`src/rtl/calc_sequencer.sv`:
```
// calc_sequencer: debounced operand loading, ALU start/timeout and writeback sequencing.
module calc_sequencer #(
  parameter int DB_CYCLES = 4,
  parameter int TIMEOUT = 64
) (
  input  logic       CLK,
  input  logic       clear_n,
  input  logic       next,
  input  logic [2:0] MS,
  input  logic       chain,
  input  logic       alu_done,
  input  logic       alu_err,
  output logic       WE,
  output logic [1:0] waddr,
  output logic       wsel,
  output logic       alu_start,
  output logic [3:0] MS_out,
  output logic [1:0] LEDsel,
  output logic       Done_out,
  output logic       Err_out,
  output logic [3:0] state
);
  localparam int DW = $clog2(DB_CYCLES + 1);
  localparam int EW = $clog2(TIMEOUT + 1);
  localparam logic [DW-1:0] DB = DW'(DB_CYCLES);
  localparam logic [EW-1:0] TO_LAST = EW'(TIMEOUT - 1);
  typedef enum logic [3:0] {
    IDLE_A = 4'd0, LOAD_A = 4'd1, IDLE_B = 4'd2, LOAD_B = 4'd3, SEL_OP = 4'd4,
    EXEC = 4'd5, WB = 4'd6, DONE = 4'd7, CHAIN = 4'd8, ERROR = 4'd9
  } state_t;
  state_t st;
  logic s1, s2, armed, press;
  logic [DW-1:0] hi_cnt, lo_cnt;
  logic [EW-1:0] exec_cnt;
  logic [3:0] op_q;
  assign press = armed && hi_cnt == DB;
  assign state = st;
  always_ff @(posedge CLK or negedge clear_n) begin
    if (!clear_n) begin
      st <= IDLE_A;
      s1 <= 1'b0;
      s2 <= 1'b0;
      hi_cnt <= '0;
      lo_cnt <= '0;
      armed <= 1'b1;
      exec_cnt <= '0;
      op_q <= '0;
    end else begin
      s1 <= next;
      s2 <= s1;
      hi_cnt <= !s2 ? '0 : hi_cnt == DB ? DB : hi_cnt + 1'b1;
      lo_cnt <= s2 ? '0 : lo_cnt == DB ? DB : lo_cnt + 1'b1;
      armed <= press ? 1'b0 : lo_cnt == DB ? 1'b1 : armed;
      exec_cnt <= st == EXEC ? exec_cnt + 1'b1 : '0;
      case (st)
        IDLE_A: st <= press ? LOAD_A : IDLE_A;
        LOAD_A: st <= IDLE_B;
        IDLE_B: st <= press ? LOAD_B : IDLE_B;
        LOAD_B: st <= SEL_OP;
        SEL_OP: begin
          if (press) begin
            op_q <= {1'b0, MS};
            st <= EXEC;
          end
        end
        EXEC: st <= alu_done ? (alu_err ? ERROR : WB) : exec_cnt == TO_LAST ? ERROR : EXEC;
        WB: st <= DONE;
        DONE: st <= press ? (chain ? CHAIN : IDLE_A) : DONE;
        CHAIN: st <= IDLE_B;
        ERROR: st <= press ? IDLE_A : ERROR;
        default: st <= IDLE_A;
      endcase
    end
  end
  always_comb begin
    WE = 1'b0;
    waddr = 2'd0;
    wsel = 1'b0;
    alu_start = 1'b0;
    MS_out = 4'd0;
    LEDsel = 2'b00;
    Done_out = 1'b0;
    Err_out = 1'b0;
    case (st)
      LOAD_A: WE = 1'b1;
      LOAD_B: begin
        WE = 1'b1;
        waddr = 2'd1;
        LEDsel = 2'b01;
      end
      SEL_OP: begin
        LEDsel = 2'b01;
        MS_out = {1'b0, MS};
      end
      EXEC: begin
        MS_out = op_q;
        alu_start = exec_cnt == '0;
      end
      WB: begin
        WE = 1'b1;
        waddr = 2'd2;
        wsel = 1'b1;
        MS_out = op_q;
      end
      DONE: begin
        LEDsel = 2'b10;
        Done_out = 1'b1;
        MS_out = op_q;
      end
      CHAIN: begin
        WE = 1'b1;
        wsel = 1'b1;
        MS_out = op_q;
      end
      ERROR: begin
        LEDsel = 2'b11;
        Err_out = 1'b1;
        MS_out = op_q;
      end
      default: ;
    endcase
  end
endmodule
```
`config.mk`:
```
export PLATFORM = sky130hd
export DESIGN_NAME = calc_sequencer
export DESIGN_NICKNAME = d
export VERILOG_FILES = /design/src/rtl/calc_sequencer.sv
export SDC_FILE = /design/constraint.sdc
export NUM_CORES = 1
export LEC_CHECK = 0
export BUFFER_PORTS_ARGS = -buffer_cell sky130_fd_sc_hd__buf_2
export CAP_MARGIN = 30
export CELL_PAD_IN_SITES_DETAIL_PLACEMENT = 1
export CELL_PAD_IN_SITES_GLOBAL_PLACEMENT = 1
export CORE_ASPECT_RATIO = 1.25
export CORE_UTILIZATION = 40
export CTS_BUF_LIST = sky130_fd_sc_hd__clkbuf_8
export DETAILED_ROUTE_END_ITERATION = 8
export PLACE_DENSITY_LB_ADDON = 0.25
export SLEW_MARGIN = 10
export SYNTH_ARGS = -nofsm -noshare
export SYNTH_HDL_FRONTEND = slang
export SYNTH_SLANG_ARGS = --single-unit
```
`constraint.sdc`:
```
create_clock -name CLK -period 3 [get_ports CLK]
set_clock_uncertainty 0.15 [all_clocks]
set_input_delay 0.6 -clock CLK [delete_from_list [all_inputs] [get_ports CLK]]
set_output_delay 0.6 -clock CLK [all_outputs]
set_load 0.02 [all_outputs]
```
==> flow_metrics.py, run 1 <==
metrics = {
    "outcome": {
        "status": "finished, final reports clean",
    },
    "sta": {
        "fin_tns_setup_ps": 0,
        "hold_viol": 0,
        "drv_slew": 0,
        "max_freq_mhz": 398.4,
        "rsz0062_at_grt": "false",
        "worst_slew_pin_slew_ps": 537.3,
        "relSlewSlack_pct": 64.18,
        "finalCriticalPeriod_ps": 2510,
        "fin_crit_sh_pct": 83.66,
        "setup_viol": 0,
    },
    "pwr": {
        "power_mw": 1.225,
        "vdd_ir_drop_max_mv": 0.4483,
        "cellLeakagePower_nw": 0.7069,
        "power-per-cell-area_nw_per_um2": 838.5,
    },
    "global_route": {
        "overflow": 0,
        "grt_pass1_wl_um": 4961,
        "grt_pass1_vias": 1121,
        "antenna_found_initial": 0,
        "grt_start_max_net_pins": 24,
        "grt_usage_pct": 19.59,
    },
    "worst_setup_path": {
        "cp_max_fo": 12,
        "arrival_ps": 1760,
        "end_kind": "output pin",
        "critPathRequiredTime_ps": 2250,
        "critPathKind": "reg2out",
        "cp-start-kind": "flip-flop",
    },
    "detailed_routing": {
        "routed_wl_um": 2988,
        "vias_per_cell": 5.441,
        "num_vias": 1061,
        "drt_iter0_markers": 10,
        "postRouteAntennaNets": 0,
        "drc": 0,
        "wl_per_cell_um": 15.32,
        "first_pass_iters": 4,
    },
    "synth": {
        "yosys.cell_types.count": 41,
        "ys_warn_count": 0,
        "syn_avg_cell_area_um2": 9.439,
        "synth_cells": 136,
        "syn-num-nets": 151,
        "synth_area_um2": 1284,
        "yosysSeqAreaShare_pct": 44.93,
        "synth_seq_cells": 23,
    },
    "clock_tree": {
        "postCtsSetupRepairBufs": 0,
        "cts-resized-gates": 0,
        "cts-root-buf": "clkbuf_8",
        "cts_tree": "done",
        "clk_pin_slew_ps": 90,
        "htree_levels": 1,
        "clkSinkCount": 23,
        "cts_max_path_buffers": 2,
        "cts_buffers": 3,
        "insertion_delay_ps": 270,
        "hold_buffers": 0,
    },
    "worst_hold_path": {
        "hold_path_class": "in2async",
    },
    "layout": {
        "final_cell_area_um2": 1461,
        "fin_nets": 175,
        "fillers": 369,
        "utilization_pct": 48.71,
        "antenna_cells": 0,
        "syn2layout_area_growth_pct": 13.84,
        "drive_gt1_share_pct": 23.90,
    },
    "placed_design": {
        "io_buffers": 24,
        "place_area_um2": 1413,
        "dp_hpwl_um": 2243,
        "gp_congestion": 0.7828,
    },
    "floorplan": {
        "core_area_um2": 3000,
        "die_w_um": 52.67,
        "die_area_um2": 3441,
        "fp-row-count": 22,
        "initial_utilization_pct": 42.79,
        "die_h_um": 65.34,
        "ios": 26,
    },
    "flow_run": {
        "maxCapViolCount": 0,
    },
}
[placed cells by master, fill, tap and decap left out, drive strengths merged, types with 5 or more instances in the layout]
cell type and n:
o21ai 9, inv 8, nor3 5, dfrtp 22, a21oi 7, buf 24
nand2 14, nor2 15, ha 6, nand3 6
[through the flow]
step                hold WS (ps)  cells  worst slack, ps
CTS                        168.0    195            471.7
floorplan                  154.4    136            810.9
detailed placement         199.8    191            777.4
global route               184.4    195            334.9
finish                     152.0    195            490.2
global placement           183.4    191            824.0
[flip-flops by register name, indices dropped and copies added (netlist names)]
| name | flops |
|---|---|
| hi_cnt | 3 |
| lo_cnt | 3 |
| exec_cnt | 7 |
| armed | 1 |
| s1 | 1 |
| op_q | 3 |
| s2 | 1 |
| state | 4 |
[per-layer routing]
layer	vias up	routed length, µm	track usage, %
met5	-	0	0
met4	0	38	6.908
met3	4	116	2.778
met2	24	1492	34.02
met1	527	1340	24.08
li1	506	-	-
[final cells by class]
| cell class | count | area [µm²] | area share, % |
|---|---|---|---|
| repair buffers | 24 | 120.1 | 8.219 |
| clock inverters | 1 | 7.507 | 0.5137 |
| clock buffers | 3 | 41.29 | 2.825 |
| inverters | 8 | 30.03 | 2.055 |
| well taps | 36 | 45.04 | 3.082 |
| flip-flops and latches | 23 | 576.8 | 39.47 |
| multi-input cells | 100 | 640.6 | 43.84 |
[synth_stat cells, drive strengths merged]
cell type / n / area, µm²
o311ai: 1 / 8.760
and2b: 2 / 15.01
and3: 3 / 20.02
a31oi: 1 / 6.260
and2: 4 / 25.02
dfstp: 1 / 26.28
conb: 1 / 3.750
a21o: 1 / 7.510
nor3: 5 / 25.02
xnor2: 2 / 17.52
o21ai: 9 / 45.04
mux2: 4 / 45.04
mux2i: 1 / 10.01
nor2b: 1 / 8.760
a22oi: 3 / 22.52
o211ai: 1 / 12.51
nand2: 14 / 55.06
a21oi: 7 / 35.03
o32ai: 1 / 8.760
or3: 1 / 6.260
nor2: 15 / 58.81
o22ai: 1 / 6.260
nand3: 6 / 40.04
nor4: 1 / 12.51
nand2b: 4 / 25.02
o22a: 1 / 8.760
dfrtp: 22 / 550.5
or4b: 1 / 10.01
buf: 5 / 36.28
inv: 8 / 30.03
ha: 6 / 75.07
xor2: 2 / 17.52
a22o: 1 / 8.760
[kinds of logic (layout without fill, tap and decap cells)]
family,after synthesis,count (layout),synth area share [%]
AO/OA/AOI/OAI,27,27,13.26
XOR/XNOR,4,4,2.730
adder cells (fa/ha/maj),6,6,5.848
buffers and inverters,13,36,5.165
flip-flops,23,23,44.93
multiplexers,5,5,4.288
other,1,1,0.2921
AND/OR/NAND/NOR,57,57,23.49
[final timing paths]
path | start | end | slack [ps] | cells after the start
min in group CLK | s1 | s2 | 210 | 0
worst min-delay path | clear_n | hi_cnt[1] | 150 | 1
worst max-delay path | state[0] | alu_start | 490 | 4
worst max register to register | state[0] | state[2] | 1340 | 3
worst min register to register | s1 | s2 | 210 | 0
max in group asynchronous | clear_n | armed | 2180 | 1
[power breakdown]
part	leakage (nW)	internal, mW	switching [mW]	total (mW)
Combinational	0.393	0.211	0.351	0.562
Clock	0.0217	0.0940	0.104	0.198
Sequential	0.293	0.365	0.102	0.466
Total	0.707	0.669	0.556	1.23
[critical path, stage by stage, from the launching register on]
cell and delay [ps]:
dfrtp_1 600, nor2b_2 300, nand2_2 170, nor4_2 220
buf_2 190
No activity file was read; power rests on OpenSTA's default activity.
==> run 2, diff against run 1 <==
--- a/config.mk
+++ b/config.mk
@@ -10,7 +10,7 @@
 export CELL_PAD_IN_SITES_DETAIL_PLACEMENT = 1
 export CELL_PAD_IN_SITES_GLOBAL_PLACEMENT = 1
 export CORE_ASPECT_RATIO = 1.25
-export CORE_UTILIZATION = 40
+export CORE_UTILIZATION = 38
 export CTS_BUF_LIST = sky130_fd_sc_hd__clkbuf_8
 export DETAILED_ROUTE_END_ITERATION = 8
 export PLACE_DENSITY_LB_ADDON = 0.25
==> constraint.sdc (replaced) <==
create_clock -name CLK -period 2.25 [get_ports CLK]
set_clock_uncertainty 0.15 [all_clocks]
set_input_delay 0.45 -clock CLK [delete_from_list [all_inputs] [get_ports CLK]]
set_output_delay 0.45 -clock CLK [all_outputs]
set_load 0.02 [all_outputs]
==> run 2 against run 1 <==
  * Flip-flop and latch count did not move
  * Non-clock buffer count rose by 15
  * Critical path type unchanged
  * Combinational power rose by 74%
  * Routed wire length rose by 10%
  * Die area rose by 5.1%
  * Count of clock-buffer cells in the layout did not move
  * Global-route usage fell by 0.34 points
  * Register-to-register slack got worse by 790 ps
  * Sequential power rose by 27%
  * First-iteration DRC count rose by 30%
  * Worst hold slack got worse by 150 ps
==> flow_metrics.py, run 2 (synthesis gave the netlist of run 1 again) <==
metrics = {
    "floorplan": {
        "fp-row-count": 23,
        "core_area_um2": 3223,
        "die_h_um": 66.99,
        "ios": 26,
        "initial_utilization_pct": 39.83,
        "die_w_um": 53.99,
        "die_area_um2": 3616,
    },
    "worst_setup_path": {
        "slowest_stage": "or4b_4",
        "critPathKind": "reg2out",
        "critPathTopFamily": "simple AND/OR/NAND/NOR gates",
        "cp_max_fo": 2,
        "cp-start-kind": "flip-flop",
        "critPathBufInv": 2,
        "arrival_ps": 1640,
        "max_stage_delay_ps": 470,
        "critPathRequiredTime_ps": 1650,
        "cp_cell_sequence": "inv_2 -> ha_1 -> or4b_4 -> nor4_4 -> buf_4",
        "end_kind": "output pin",
    },
    "sta": {
        "hold_viol": 0,
        "drv_slew": 0,
        "finalCriticalPeriod_ps": 2242,
        "fin_crit_sh_pct": 99.64,
        "relSlewSlack_pct": 64.45,
        "worst_slew_pin_slew_ps": 533.3,
        "setup_viol": 0,
        "rsz0062_at_grt": "true",
        "max_freq_mhz": 446.0,
        "fin_tns_setup_ps": 0,
    },
    "placed_design": {
        "dp_hpwl_um": 2336,
        "place_area_um2": 1436,
        "io_buffers": 24,
        "gp_congestion": 0.7954,
    },
    "detailed_routing": {
        "drc": 0,
        "num_vias": 1151,
        "vias_per_cell": 5.455,
        "wl_per_cell_um": 15.58,
        "drt_iter0_markers": 13,
        "routed_wl_um": 3287,
        "postRouteAntennaNets": 0,
        "first_pass_iters": 4,
    },
    "global_route": {
        "grt_pass1_vias": 1115,
        "overflow": 0,
        "grt_usage_pct": 19.25,
        "grt_pass1_wl_um": 5002,
        "grt_start_max_net_pins": 24,
        "antenna_found_initial": 0,
    },
    "layout": {
        "antenna_cells": 0,
        "syn2layout_area_growth_pct": 24.37,
        "utilization_pct": 49.53,
        "fin_nets": 190,
        "largest_reg_flops": 7,
        "drive_gt1_share_pct": 34.48,
        "final_common_cell": "buf_2",
        "top_register": "exec_cnt",
        "final_cell_mix": "buf_2, dfrtp_1, buf_4",
        "final_cell_area_um2": 1597,
    },
    "clock_tree": {
        "insertion_delay_ps": 270,
        "cts_max_path_buffers": 2,
        "clk_pin_slew_ps": 90,
        "clkSinkCount": 23,
        "cts_tree": "done",
        "hold_buffers": 0,
        "cts_buffers": 3,
        "cts-root-buf": "clkbuf_8",
        "htree_levels": 1,
    },
    "flow_run": {
        "maxCapViolCount": 0,
    },
    "worst_hold_path": {
        "hold_path_class": "in2async",
    },
    "pwr": {
        "cellLeakagePower_nw": 0.7765,
        "power-per-cell-area_nw_per_um2": 1149,
        "vdd_ir_drop_max_mv": 0.7365,
    },
    "outcome": {
        "status": "finished, final reports clean",
    },
}
==> run 2: cell types whose count changed in the layout (fill, tap and decap cells not counted), sizes merged <==
cell | before | now
buf | 24 | 39
==> run 2: layout make-up <==
cell class,count,area [µm²]
well taps,37,46.29
flip-flops and latches,23,580.6
repair buffers,39,235.2
multi-input cells,100,655.6
inverters,8,30.03
clock buffers,3,41.29
fillers,394,1627
clock inverters,1,7.507
==> run 2: worst paths after layout <==
path	start	end	slack [ps]	cells past startpoint
min	clear_n	exec_cnt[4]	0.3	1
max	exec_cnt[0]	alu_start	8	5
min reg2reg	s1	s2	210	0
max in group asynchronous	clear_n	state[1]	1560	1
min in group CLK	next	s1	130	1
max reg2reg	hi_cnt[0]	op_q[0]	550	5
==> run 2: per-stage QoR <==
step	setup slack, ps	std cells	total power [mW]	hold slack (ps)
2_1_floorplan	210.9	136	1.164	4.409
3_3_place_gp	296.2	195	1.381	183.5
3_5_place_dp	225.8	195	1.408	195.8
4_1_cts	3.151	201	1.704	17.99
5_1_grt	-56.54	211	1.952	31.98
6_report	8.094	211	1.835	0.3000
==> run 2: power breakdown <==
group | switching, mW | internal (mW)
logic | 0.561 | 0.416
registers | 0.101 | 0.491
clock network | 0.141 | 0.125
==> run 2: what timing repair did <==
action	in CTS	in global routing
endpoints found under the setup margin	5	6
gates resized for setup	4	5
setup buffers	2	10
==> run 2: routing by layer <==
layer	vias to the layer above	GRT usage, %	part of all wire (%)
li1	542	-	-
met1	576	22.87	43
met2	29	34.10	52
met3	4	3.425	3.2
met4	0	5.769	1.2
met5	-	0	0
==> run 2: worst reg2reg max path, cell delays in order (launching register included) <==
cell	delay, ps
dfrtp_1	390
inv_1	80
ha_1	210
and3_2	260
nand3_2	150
mux2_1	350
